<file path="src/rtl/fb_pkg.sv">
// Shared framebuffer constants and the read-return tag type used by the
// framebuffer arbiter.
package fb_pkg;

  localparam int FB_ADDR_W = 15;
  localparam int FB_DATA_W = 3;
  localparam int FB_WIDTH  = 160;
  localparam int FB_HEIGHT = 120;

  typedef enum logic [1:0] {
    TAG_NONE = 2'd0,
    TAG_VGA  = 2'd1,
    TAG_CPU  = 2'd2
  } fb_tag_t;

endpackage

</file>
<file path="src/rtl/fb_rr_arb2.sv">
// Two-way round-robin arbiter with a registered pointer; req[0]/gnt[0] is the
// rasterizer, req[1]/gnt[1] is the CPU.
module fb_rr_arb2
  import fb_pkg::*;
(
  input  logic       clk,
  input  logic       rst,
  input  logic       en,
  input  logic [1:0] req,
  output logic [1:0] gnt
);

  logic rr_ptr;

  always_comb begin
    gnt = 2'b00;
    if (en) begin
      if (req == 2'b11) begin
        gnt = rr_ptr ? 2'b10 : 2'b01;
      end else begin
        gnt = req;
      end
    end
  end

  // Pointer only moves when this arbiter actually grants, so slots taken by
  // the higher-priority requester leave the turn order untouched.
  always_ff @(posedge clk) begin
    if (rst) begin
      rr_ptr <= 1'b0;
    end else if (gnt[0]) begin
      rr_ptr <= 1'b1;
    end else if (gnt[1]) begin
      rr_ptr <= 1'b0;
    end
  end

endmodule

</file>
<file path="src/rtl/fb_arbiter.sv">
// Framebuffer SRAM arbiter: VGA scanout has absolute priority, rasterizer and
// CPU share the rest round-robin. Define FB_ARB_PERF_EN for grant/stall counters.
module fb_arbiter
  import fb_pkg::*;
#(
  parameter int ADDR_W = FB_ADDR_W,
  parameter int DATA_W = FB_DATA_W
) (
  input  logic              clk,
  input  logic              rst,
  input  logic              vga_req,
  input  logic [ADDR_W-1:0] vga_addr,
  output logic              vga_gnt,
  output logic              vga_rvalid,
  output logic [DATA_W-1:0] vga_rdata,
  input  logic              ras_req,
  input  logic [ADDR_W-1:0] ras_addr,
  input  logic [DATA_W-1:0] ras_wdata,
  output logic              ras_gnt,
  input  logic              cpu_req,
  input  logic              cpu_we,
  input  logic [ADDR_W-1:0] cpu_addr,
  input  logic [DATA_W-1:0] cpu_wdata,
  output logic              cpu_gnt,
  output logic              cpu_rvalid,
  output logic [DATA_W-1:0] cpu_rdata,
  output logic              mem_en,
  output logic              mem_we,
  output logic [ADDR_W-1:0] mem_addr,
  output logic [DATA_W-1:0] mem_wdata,
  input  logic [DATA_W-1:0] mem_rdata
`ifdef FB_ARB_PERF_EN
  ,
  output logic [31:0]       perf_vga_cnt,
  output logic [31:0]       perf_ras_cnt,
  output logic [31:0]       perf_cpu_cnt,
  output logic [31:0]       perf_stall_cnt
`endif
);

  logic [1:0]        rr_gnt;
  logic              arb_en;
  fb_tag_t           issue_tag;
  fb_tag_t           tag_s1;
  fb_tag_t           tag_s2;
  logic [DATA_W-1:0] vga_rdata_q;
  logic [DATA_W-1:0] cpu_rdata_q;

  assign vga_gnt = vga_req && !rst;
  assign arb_en  = !rst && !vga_req;

  fb_rr_arb2 u_rr (
    .clk (clk),
    .rst (rst),
    .en  (arb_en),
    .req ({cpu_req, ras_req}),
    .gnt (rr_gnt)
  );

  assign ras_gnt = rr_gnt[0];
  assign cpu_gnt = rr_gnt[1];

  always_comb begin
    issue_tag = TAG_NONE;
    if (vga_gnt) begin
      issue_tag = TAG_VGA;
    end else if (cpu_gnt && !cpu_we) begin
      issue_tag = TAG_CPU;
    end
  end

  // Tag stage 2 lines up with the cycle the SRAM presents read data.
  always_ff @(posedge clk) begin
    if (rst) begin
      mem_en      <= 1'b0;
      mem_we      <= 1'b0;
      mem_addr    <= '0;
      mem_wdata   <= '0;
      tag_s1      <= TAG_NONE;
      tag_s2      <= TAG_NONE;
      vga_rdata_q <= '0;
      cpu_rdata_q <= '0;
    end else begin
      mem_en <= vga_gnt || ras_gnt || cpu_gnt;
      mem_we <= ras_gnt || (cpu_gnt && cpu_we);
      if (vga_gnt) begin
        mem_addr <= vga_addr;
      end else if (ras_gnt) begin
        mem_addr  <= ras_addr;
        mem_wdata <= ras_wdata;
      end else if (cpu_gnt) begin
        mem_addr  <= cpu_addr;
        mem_wdata <= cpu_wdata;
      end
      tag_s1 <= issue_tag;
      tag_s2 <= tag_s1;
      if (tag_s2 == TAG_VGA) begin
        vga_rdata_q <= mem_rdata;
      end
      if (tag_s2 == TAG_CPU) begin
        cpu_rdata_q <= mem_rdata;
      end
    end
  end

  assign vga_rvalid = (tag_s2 == TAG_VGA);
  assign cpu_rvalid = (tag_s2 == TAG_CPU);
  assign vga_rdata  = vga_rvalid ? mem_rdata : vga_rdata_q;
  assign cpu_rdata  = cpu_rvalid ? mem_rdata : cpu_rdata_q;

`ifdef FB_ARB_PERF_EN
  // Stall means a rasterizer or CPU request was present but not served.
  always_ff @(posedge clk) begin
    if (rst) begin
      perf_vga_cnt   <= '0;
      perf_ras_cnt   <= '0;
      perf_cpu_cnt   <= '0;
      perf_stall_cnt <= '0;
    end else begin
      if (vga_gnt) begin
        perf_vga_cnt <= perf_vga_cnt + 32'd1;
      end
      if (ras_gnt) begin
        perf_ras_cnt <= perf_ras_cnt + 32'd1;
      end
      if (cpu_gnt) begin
        perf_cpu_cnt <= perf_cpu_cnt + 32'd1;
      end
      if ((ras_req && !ras_gnt) || (cpu_req && !cpu_gnt)) begin
        perf_stall_cnt <= perf_stall_cnt + 32'd1;
      end
    end
  end
`endif

endmodule

</file>
<file path="config.mk">
export PLATFORM = sky130hd
export DESIGN_NAME = fb_arbiter
export DESIGN_NICKNAME = d
export VERILOG_FILES = /design/src/rtl/fb_pkg.sv /design/src/rtl/fb_rr_arb2.sv /design/src/rtl/fb_arbiter.sv
export SDC_FILE = /design/constraint.sdc
export NUM_CORES = 1
export LEC_CHECK = 0
export CORE_MARGIN = 3
export CORE_UTILIZATION = 34
export DETAILED_ROUTE_END_ITERATION = 8
export GPL_ROUTABILITY_DRIVEN = 0
export PLACE_DENSITY = 0.76
export RECOVER_POWER = 25
export SYNTH_ARGS = -nofsm -noshare
export SYNTH_HDL_FRONTEND = slang
export SYNTH_HIERARCHICAL = 1
export SYNTH_SLANG_ARGS = --single-unit
export TNS_END_PERCENT = 30
</file>
<file path="constraint.sdc">
create_clock -name clk -period 2.2 [get_ports clk]
set_clock_uncertainty 0.05 [all_clocks]
set_input_delay 0.55 -clock clk [delete_from_list [all_inputs] [get_ports clk]]
set_output_delay 0.55 -clock clk [all_outputs]
set_load 0.02 [all_outputs]
</file>
==> key figures, run 1 <==
Route
  • DR iter-0 viols: 72
  • Post-route ant nets: 0
  • Via-per-instance ratio: 4.99
  • Total vias in the final route: 1577
  • Post-Route WL: 4540 µm
  • DR pass1 iterations: 4
  • Final routed DRC violation total: 0
  • DR WL/cell: 14.4 µm

STA
  • Final Max Tran Viols: 0
  • Max transition margin: 0.572
  • Min Tclk post-route: 2.16 ns
  • Setup-failing EPs final: 0
  • Tcrit/Tclk final: 0.982
  • Worst-Margin Slew: 0.641 ns
  • Maximum clock rate: 0.463 GHz
  • RSZ-0062 raised after global routing: no
  • PnR worst setup slack: 0.0389 ns
  • Final hold viol count: 0

Global route
  • First-pass GRT wire length: 7110 µm
  • Total grt overflow: 0
  • Largest net degree at the start of global routing: 30
  • GRT Util Overall: 0.171
  • Vias in the first global route: 1480
  • Initial antenna violation count: 0

Logic synthesis
  • Synth Cell Area: 1550 µm²
  • EDFF count, synth: 0
  • Synth area leaders: dfxtp_1, mux2_2, a21oi_1
  • Top_reg_cell synth: dfxtp_1
  • Mean post-synth cell area: 9.08 µm²
  • FF+latch count, synth: 31
  • Post-Syn Instances: 171
  • Seq/Total Area, Yosys: 0.400
  • Top cell type by total area after synthesis: dfxtp_1
  • Top post-synthesis cells by count: dfxtp_1, a21oi_1, mux2_2, nand2_1, inv_1
  • Yosys warns: 6
  • Post-synth ARST share: 0
  • Count leader, synth: dfxtp_1
  • Netlist cell types: 28
  • Yosys top cell area share: 0.400
  • Post-synth net total: 231

Clocking
  • Cts hold-fix bufs: 0
  • Buffer count from post-CTS setup fixing: 0
  • Worst-path clk slew: 0.06 ns
  • H-tree depth: 2
  • Root buf cell: clkbuf_8
  • Clock latency on the worst-skew pair: 0.28 ns
  • TritonCTS Buffers: 5
  • CTS tree: built
  • Clock sink count: 31
  • CTS max path bufs: 2

Cells and area
  • Multi-input gate area: 798 µm²
  • Fill cell count: 377
  • Share of layout cells above drive strength 1: 0.143
  • Area grow syn2layout: 67.9%
  • Nets@finish: 326
  • Number of diodes: 0
  • Reg area: 621 µm²

Power
  • Lkg Pwr: 1.06 nW
  • Power per cell area: 545 nW/µm²
  • Tot Pwr: 0.00142 W
  • Peak supply drop: 0.263 mV

Setup path
  • CP max FO: 2
  • WP data arrival: 1.56 ns
  • Critical path class: input port to primary output
  • Crit path max-delay family: buffers and inverters
  • R2r endpoint: mem_wdata[1]$_SDFFE_PP0P_
  • R2R setup slack: 0.58 ns
  • Max stage delay on crit path: 0.42 ns
  • Critical path buffers and inverters: 2
  • CP startpoint kind: input port
  • Crit-path slowest cell: clkdlybuf4s50_1
  • Critical path capture point type: primary output
  • Crit path cell chain: clkdlybuf4s50_1 > mux2_2 > dlygate4sd2_1
  • Reg-to-Reg Start: u_rr/rr_ptr$_SDFFE_PP0P_
  • CP required: 1.60 ns
  • R2R depth: 7

Outcome
  • Status: completed

Place
  • Placement Setup Slack: -0.511 ns
  • PortBufs: 90
  • Dpl hpwl: 3410 µm

Worst hold path
  • Hold Crit Depth: 1
  • HP Class: register to register
  • Min-Delay Endpoint: tag_s2[1]$_SDFF_PP0_
  • Min-delay src: tag_s1[1]$_SDFF_PP0_

Run
  • Maxcap violations: 0

Floorplanning
  • Core ar.: 4200 µm²
  • Initial Util: 0.370
  • Die Area: 5410 µm²
  • Die width: 73.6 µm
  • Die height: 73.6 µm
  • I/O pin total: 91
  • FP Rows: 23
-- metal layers --
layer | GRT usage | up-vias | routed length, µm
met5 | 0 | - | 0
li1 | - | 801 | -
met3 | 0.0451 | 7 | 357
met2 | 0.276 | 58 | 2100
met4 | 0.0584 | 0 | 50
met1 | 0.220 | 711 | 2030
-- stage by stage --
stage          area [µm²]  TNS, ns  hold slack, ns   util  cells
3_3_place_gp         2520    -9.51           0.372  0.600    309
4_1_cts              2600        0           0.390  0.619    316
2_1_floorplan        1580        0           0.364      -    171
5_1_grt              2610        0           0.407  0.621    316
3_5_place_dp         2520    -9.95           0.373  0.600    309
6_report             2610        0           0.387  0.621    316
-- how the worst max path moves through the flow --
| stage | start | endpoint | depth (start not counted) | slack, ns |
|---|---|---|---|---|
| 2_1_floorplan | vga_req | mem_addr[8]$_SDFFE_PP0P_ | 9 | 0.01 |
| 3_3_place_gp | vga_req | ras_gnt | 5 | -0.51 |
| 3_5_place_dp | vga_req | ras_gnt | 5 | -0.51 |
| 4_1_cts | cpu_req | cpu_gnt | 4 | 0.004 |
| 5_1_grt | mem_rdata[2] | cpu_rdata[2] | 3 | 0.002 |
| 6_report | mem_rdata[2] | cpu_rdata[2] | 3 | 0.04 |
-- cells in the final DEF, fill, tap and decap left out, drive strengths merged, types with 2 or more instances in the layout --
master	synthesis	routed
a21oi	20	20
a221o	6	6
a221oi	2	2
a311oi	4	4
and2	6	6
buf	12	11
clkbuf	3	9
clkdlybuf4s15	0	5
clkdlybuf4s50	0	77
dfxtp	31	31
dlygate4sd2	0	5
inv	11	11
mux2	12	12
mux2i	3	3
nand2	12	12
nand2b	8	8
nand3	6	6
nor2	9	9
nor2b	7	7
o221ai	6	6
o31ai	7	7
o32ai	2	2
-- worst reg2reg max path, stage by stage (launching register included) --
cell,delay [ns]
dfxtp_1,0.41
inv_1,0.08
a21oi_2,0.14
buf_4,0.21
or2_1,0.14
buf_4,0.16
a21oi_1,0.07
a311oi_1,0.27
-- registers in the layout (all words and copies together) (netlist names) --
| name | flops |
|---|---|
| mem_wdata | 3 |
| mem_en | 1 |
| mem_we | 1 |
| tag_s1 | 2 |
| tag_s2 | 2 |
| mem_addr | 15 |
| vga_rdata_q | 3 |
| u_rr/rr_ptr | 1 |
| cpu_rdata_q | 3 |
-- layout make-up --
class | count | area share
Multi-Input combinational cell | 114 | 0.306
Timing Repair Buffer | 103 | 0.382
Inverter | 11 | 0.0158
Clock inverter | 1 | 0.00192
Tap cell | 50 | 0.0240
Sequential cell | 31 | 0.238
Clock buffer | 6 | 0.0317
-- where the power goes --
group | internal (W) | leakage [nW] | total (W) | switching (W)
Clock | 0.000245 | 0.0470 | 0.000446 | 0.000201
Sequential | 0.000594 | 0.255 | 0.000609 | 0.0000153
Combinational | 0.000210 | 0.762 | 0.000366 | 0.000155
Total | 0.00105 | 1.06 | 0.00142 | 0.000371
-- logic make-up after synthesis --
group                  Yosys count  synth area share
DFF                             31             0.400
muxes                           15             0.106
AOI/OAI and AO/OA               48             0.222
and+or+nand+nor                 51             0.171
buffers and inverters           26             0.101
-- what timing repair did --
item / CTS / global route
endpoints found under the setup margin: 27 / 17
resized for setup: 17 / 8
gates cloned: 0 / 0
Power figures use the tool's default switching activity.
==> inputs of run 2 (changes only) <==
CTS_BUF_LIST = sky130_fd_sc_hd__clkbuf_4 sky130_fd_sc_hd__clkbuf_8   (was default)
PLACE_DENSITY = 0.78   (was 0.76)
SYNTH_HIERARCHICAL = default   (was 1)
==> key figures, run 2 <==
Logic synthesis
  • Synth Cell Area: 1470 µm² (-5.3%)
  • Mean post-synth cell area: 9.67 µm² (+6.5%)
  • Post-Syn Instances: 152 (-11%)
  • Synth area leaders: dfxtp_1, mux2i_1, nor4b_1
  • FF+latch count, synth: 31 (unchanged)
  • Top post-synthesis cells by count: dfxtp_1, a21oi_1, mux2i_1, nor4b_1, o22ai_1
  • Seq/Total Area, Yosys: 0.422 (+0.0224)
  • Post-synth ARST share: 0 (unchanged)
  • Yosys top cell area share: 0.422 (+0.0224)
  • Top cell type by total area after synthesis: dfxtp_1
  • Top_reg_cell synth: dfxtp_1
  • Count leader, synth: dfxtp_1
  • Post-synth net total: 212 (-8.2%)
  • Netlist cell types: 25 (-11%)
  • EDFF count, synth: 0 (unchanged)
  • Yosys warns: 0 (-6)

Power
  • Tot Pwr: 0.00156 W (+9.6%)
  • Lkg Pwr: 1.03 nW (-3.5%)
  • Power per cell area: 605 nW/µm² (+11%)
  • Peak supply drop: 0.291 mV (+11%)

Setup path
  • R2r endpoint: mem_addr[14]$_SDFFE_PP0P_
  • Crit path cell chain: clkdlybuf4s50_1 > mux2_2 > dlygate4sd2_1
  • R2R setup slack: 0.81 ns (+0.23 ns)
  • Critical path buffers and inverters: 2 (unchanged)
  • Worst setup path endpoint: cpu_rdata[2]
  • R2R depth: 4 (-3)
  • Max stage delay on crit path: 0.42 ns (about the same)
  • CP startpoint: mem_rdata[2]
  • CP startpoint kind: input port
  • Crit-path slowest cell: clkdlybuf4s50_1
  • CP required: 1.60 ns (about the same)
  • Stages on the worst setup path: 3 (unchanged)
  • WP data arrival: 1.57 ns (about the same)
  • Critical path class: input port to primary output
  • Critical path capture point type: primary output
  • CP max FO: 2 (unchanged)
  • Crit path max-delay family: buffers and inverters
  • Reg-to-Reg Start: u_rr.rr_ptr$_SDFFE_PP0P_

Global route
  • Met2 Use GR: 0.306 (+0.0305)
  • Initial antenna violation count: 0 (unchanged)
  • GRT Util Overall: 0.182 (+0.0108)
  • First-pass GRT wire length: 7280 µm (+2.3%)
  • Grt met3 use: 0.0575 (+0.0124)
  • Met1 GRT Util: 0.215 (-0.00537)
  • GR peak layer: met2
  • Largest net degree at the start of global routing: 34 (+13%)
  • Vias in the first global route: 1526 (+3.1%)
  • Total grt overflow: 0 (unchanged)

Floorplanning
  • Core ar.: 4090 µm² (-2.7%)
  • Die height: 71.8 µm (-2.5%)
  • Die width: 71.8 µm (-2.5%)
  • I/O pin total: 91 (unchanged)
  • Initial Util: 0.360 (-0.00980)
  • Die Area: 5150 µm² (-4.9%)
  • FP Rows: 23 (unchanged)

STA
  • Maximum clock rate: 0.462 GHz (-0.20%)
  • Tcrit/Tclk final: 0.984 (+0.00198)
  • Min Tclk post-route: 2.17 ns (+0.00436 ns)
  • Hold_ws: 0.390 ns (+0.00274 ns)
  • Worst-Margin Slew: 0.630 ns (-0.0116 ns)
  • Setup-failing EPs final: 0 (unchanged)
  • Final Max Tran Viols: 0 (unchanged)
  • Setup TNS: 0 ns (unchanged)
  • Max transition margin: 0.580 (+0.00772)
  • RSZ-0062 raised after global routing: no
  • Final hold viol count: 0 (unchanged)

Route
  • Via-per-instance ratio: 5.16 (+3.4%)
  • DR WL/cell: 14.8 µm (+3.2%)
  • Total vias in the final route: 1553 (-1.5%)
  • Post-route ant nets: 0 (unchanged)
  • DR pass1 iterations: 4 (unchanged)
  • Post-Route WL: 4470 µm (-1.7%)
  • DR iter-0 viols: 90 (+25%)
  • Final routed DRC violation total: 0 (unchanged)

Clocking
  • TritonCTS Buffers: 5 (unchanged)
  • CTS max path bufs: 2 (unchanged)
  • CTS tree: built
  • Clock latency on the worst-skew pair: 0.28 ns (about the same)
  • Root buf cell: clkbuf_8
  • Clock sink count: 31 (unchanged)
  • Worst-path clk slew: 0.07 ns (about the same)
  • H-tree depth: 2 (unchanged)

Place
  • Cell Area, Placed: 2470 µm² (-2.2%)
  • Dpl hpwl: 3300 µm (-3.2%)
  • PortBufs: 90 (unchanged)

Cells and area
  • Share of layout cells above drive strength 1: 0.135 (-0.00740)
  • Max reg flops: 15 (unchanged)
  • Most flops, register: mem_addr
  • Nets@finish: 310 (-4.9%)
  • Number of diodes: 0 (unchanged)
  • Most frequent cells in the layout: clkdlybuf4s50_1, dfxtp_1
  • Commonest non-fill, non-tap cell in the layout: clkdlybuf4s50_1
  • Area grow syn2layout: 75.0%
  • Fill cell count: 373 (-1.1%)
  • Cell area after layout: 2570 µm² (-1.3%)

Worst hold path
  • Min-delay src: tag_s1[0]$_SDFF_PP0_
  • HP Class: register to register

Run
  • Maxcap violations: 0 (unchanged)

Outcome
  • Status: completed
[run 2: cell count changes in the layout (fill, tap and decap cells not counted), moves of 6 or more]
| cell | previous run | this run |
|---|---|---|
| o221ai_1 | 6 | 0 |
| mux2_2 | 12 | 6 |
| nor4b_1 | 1 | 15 |
| o22ai_1 | 0 | 15 |
| nand3_1 | 6 | 0 |
| mux2i_1 | 3 | 15 |
| nand2_1 | 12 | 1 |
| nand2b_1 | 8 | 2 |
| inv_1 | 10 | 1 |
| o31ai_1 | 7 | 0 |
| a221o_1 | 6 | 0 |
[run 2: stage by stage]
step | cells | worst slack, ns | util
CTS | 301 | 0.0173 | 0.630
finish | 301 | 0.0345 | 0.630
floorplan | 152 | 0.194 | -
detailed placement | 293 | -0.642 | 0.603
global route | 301 | 0.000140 | 0.630
global placement | 293 | -0.614 | 0.603
[run 2: worst reg2reg max path: stages (launching register included)]
cell and delay, ns:
dfxtp_1 0.38, a21bo_1 0.15, buf_4 0.30, mux2i_1 0.28, o22ai_1 0.11
[run 2: worst min path at each step]
stage	endpoint	slack [ns]	depth (start not counted)
2_1_floorplan	tag_s2[0]$_SDFF_PP0_	0.36	1
3_3_place_gp	tag_s2[0]$_SDFF_PP0_	0.37	1
3_5_place_dp	tag_s2[0]$_SDFF_PP0_	0.38	1
4_1_cts	tag_s2[0]$_SDFF_PP0_	0.39	1
5_1_grt	tag_s2[0]$_SDFF_PP0_	0.41	1
6_report	tag_s2[0]$_SDFF_PP0_	0.39	1
[run 2: report_power, final]
group          leakage (nW)  total [W]  switching (W)  internal (W)
combinational         0.710   0.000371       0.000157      0.000214
sequential            0.255   0.000610      0.0000143      0.000596
clock                0.0612   0.000576       0.000210      0.000366
total                  1.03    0.00156       0.000382       0.00118
[run 2: area by class of cell]
| cell class | instances | area, µm² | share of cell area |
|---|---|---|---|
| clock buffer | 6 | 82.6 | 0.0321 |
| clock inverter | 2 | 35.0 | 0.0136 |
| inverter | 2 | 7.51 | 0.00292 |
| multi-input combinational | 105 | 772 | 0.300 |
| sequential | 31 | 621 | 0.241 |
| tap | 50 | 62.6 | 0.0243 |
| timing repair buffer | 105 | 992 | 0.386 |
[run 2: logic make-up after synthesis]
kind of cell    count (synthesis)  share of synthesized area
simple gates                   45                      0.212
compound gates                 39                      0.158
flops                          31                      0.422
mux                            21                      0.148
buf+inv                        16                     0.0596
[run 2: per-layer routing]
layer / part of all wire / vias to the layer above
li1: - / 763
met1: 0.40 / 711
met2: 0.50 / 74
met3: 0.090 / 5
met4: 0.010 / 0
met5: 0 / -
[run 2: timing repair]
item | in CTS | in global routing
hold buffers | 0 | 0
resized for setup | 24 | 6
buffers inserted | 0 | 0
endpoints found under the setup margin | 10 | 5
hold endpoints to repair | 0 | 0
==> inputs of run 3 (changes only) <==
CORE_MARGIN = default   (was 3)
==> key figures, run 3 (synthesis gave the netlist of run 2 again) <==
Cells and area
  • Reg area: 621 µm² (unchanged)
  • Area grow syn2layout: 72.1%
  • Non-Filler Instances: 301 (unchanged)
  • Most frequent cells in the layout: clkdlybuf4s50_1, dfxtp_1
  • Number of diodes: 0 (unchanged)
  • Most flops, register: mem_addr
  • Max reg flops: 15 (unchanged)
  • Share of layout cells above drive strength 1: 0.135 (unchanged)
  • Fill cell count: 365 (-2.1%)
  • Multi-input gate area: 764 µm² (-0.97%)
  • Nets@finish: 310 (unchanged)
  • Commonest non-fill, non-tap cell in the layout: clkdlybuf4s50_1
  • Final Util: 0.619 (-0.0104)

Place
  • PortBufs: 90 (unchanged)
  • Placed insts: 293 (unchanged)
  • Dpl hpwl: 3030 µm (-8.2%)

Global route
  • Vias in the first global route: 1422 (-6.8%)
  • Initial antenna violation count: 0 (unchanged)
  • Largest net degree at the start of global routing: 34 (unchanged)
  • Total grt overflow: 0 (unchanged)
  • GRT Util Overall: 0.184 (+0.00208)
  • First-pass GRT wire length: 6160 µm (-15%)

Setup path
  • CP required: 1.60 ns (about the same)
  • Critical path class: input port to primary output
  • CP max FO: 2 (unchanged)
  • Critical path capture point type: primary output
  • WP data arrival: 1.58 ns (about the same)
  • CP startpoint kind: input port

Route
  • DR iter-0 viols: 109 (+21%)
  • Final routed DRC violation total: 0 (unchanged)
  • Via-per-instance ratio: 5.08 (-1.5%)
  • DR WL/cell: 13.8 µm (-7.1%)
  • DR pass1 iterations: 4 (unchanged)
  • Total vias in the final route: 1529 (-1.5%)
  • Post-Route WL: 4150 µm (-7.1%)
  • Post-route ant nets: 0 (unchanged)

Clocking
  • CTS max path bufs: 2 (unchanged)
  • Root buf cell: clkbuf_8
  • Clock sink count: 31 (unchanged)
  • CTS tree: built
  • Clock latency on the worst-skew pair: 0.28 ns (about the same)
  • Cts hold-fix bufs: 0 (unchanged)
  • Worst-path clk slew: 0.07 ns (about the same)
  • Buffer count from post-CTS setup fixing: 0 (unchanged)
  • TritonCTS Buffers: 5 (unchanged)
  • H-tree depth: 2 (unchanged)

Power
  • Peak supply drop: 0.340 mV (+17%)
  • Power per cell area: 555 nW/µm² (-8.3%)
  • Tot Pwr: 0.00140 W (-9.8%)
  • Lkg Pwr: 1.02 nW (-0.33%)

STA
  • Min Tclk post-route: 2.18 ns (+0.0157 ns)
  • Setup-failing EPs final: 0 (unchanged)
  • Final Max Tran Viols: 0 (unchanged)
  • Worst-Margin Slew: 0.653 ns (+0.0234 ns)
  • Setup TNS: 0 ns (unchanged)
  • RSZ-0062 raised after global routing: no
  • Tcrit/Tclk final: 0.991 (+0.00714)
  • Maximum clock rate: 0.458 GHz (-0.72%)
  • Max transition margin: 0.564 (-0.0156)
  • Final hold viol count: 0 (unchanged)

Floorplanning
  • I/O pin total: 91 (unchanged)
  • Core ar.: 4090 µm² (unchanged)
  • Initial Util: 0.360 (unchanged)
  • FP Rows: 23 (unchanged)
  • Die Area: 4590 µm² (-11%)
  • Die width: 67.8 µm (-5.6%)
  • Die height: 67.8 µm (-5.6%)

Worst hold path
  • HP Class: register to register

Outcome
  • Status: completed

Run
  • Maxcap violations: 0 (unchanged)
[run 3: changes by cell type in the layout (fill, tap and decap cells not counted), moves of 2 or more]
cell and delta:
clkinv_2 +2, buf_4 +3, clkdlybuf4s15_1 -3, dlygate4sd2_1 +3
[run 3: area by class of cell]
cell class	count	area share
inverter	2	0.00297
tap	50	0.0247
clock inverter	3	0.00593
sequential	31	0.245
multi-input combinational	105	0.302
timing repair buffer	105	0.392
clock buffer	5	0.0272
[run 3: repair_timing]
action                     4_1_cts  5_1_grt
pin swaps                        1        0
resized for setup               22        2
gates cloned                     0        0
setup endpoints to repair        9        2
[run 3: critical path, stage by stage]
cell	delay (ns)
clkdlybuf4s50_1	0.43
mux2_2	0.28
dlygate4sd2_1	0.32
[run 3: metal layers]
layer / global-route usage / vias up / wire length, µm
met4: 0.0957 / 0 / 99
met5: 0 / - / 0
met1: 0.211 / 680 / 1750
met3: 0.0591 / 11 / 417
li1: - / 764 / -
met2: 0.302 / 74 / 1880
[run 3: final timing paths]
path	startpoint	endpoint	slack, ns	cells after the start
max reg2reg	u_rr.rr_ptr$_SDFFE_PP0P_	mem_addr[14]$_SDFFE_PP0P_	0.80	4
min	tag_s1[0]$_SDFF_PP0_	tag_s2[0]$_SDFF_PP0_	0.38	1
max	mem_rdata[1]	vga_rdata[1]	0.02	3
min reg2reg	tag_s1[0]$_SDFF_PP0_	tag_s2[0]$_SDFF_PP0_	0.38	1
[run 3: stage by stage]
stage,cell area [µm²],setup WS [ns],hold slack (ns)
final,2530,0.0188,0.382
after CTS,2530,0.0138,0.391
after detailed placement,2470,-0.622,0.379
after global placement,2470,-0.604,0.369
after floorplan,1470,0.194,0.364
after global routing,2530,0.000788,0.417
[run 3: where the power goes]
part | internal [W] | switching [W] | leakage (nW)
Sequential | 0.000596 | 0.0000144 | 0.255
Clock | 0.000216 | 0.000209 | 0.0477
Combinational | 0.000213 | 0.000156 | 0.720
Total | 0.00102 | 0.000380 | 1.02
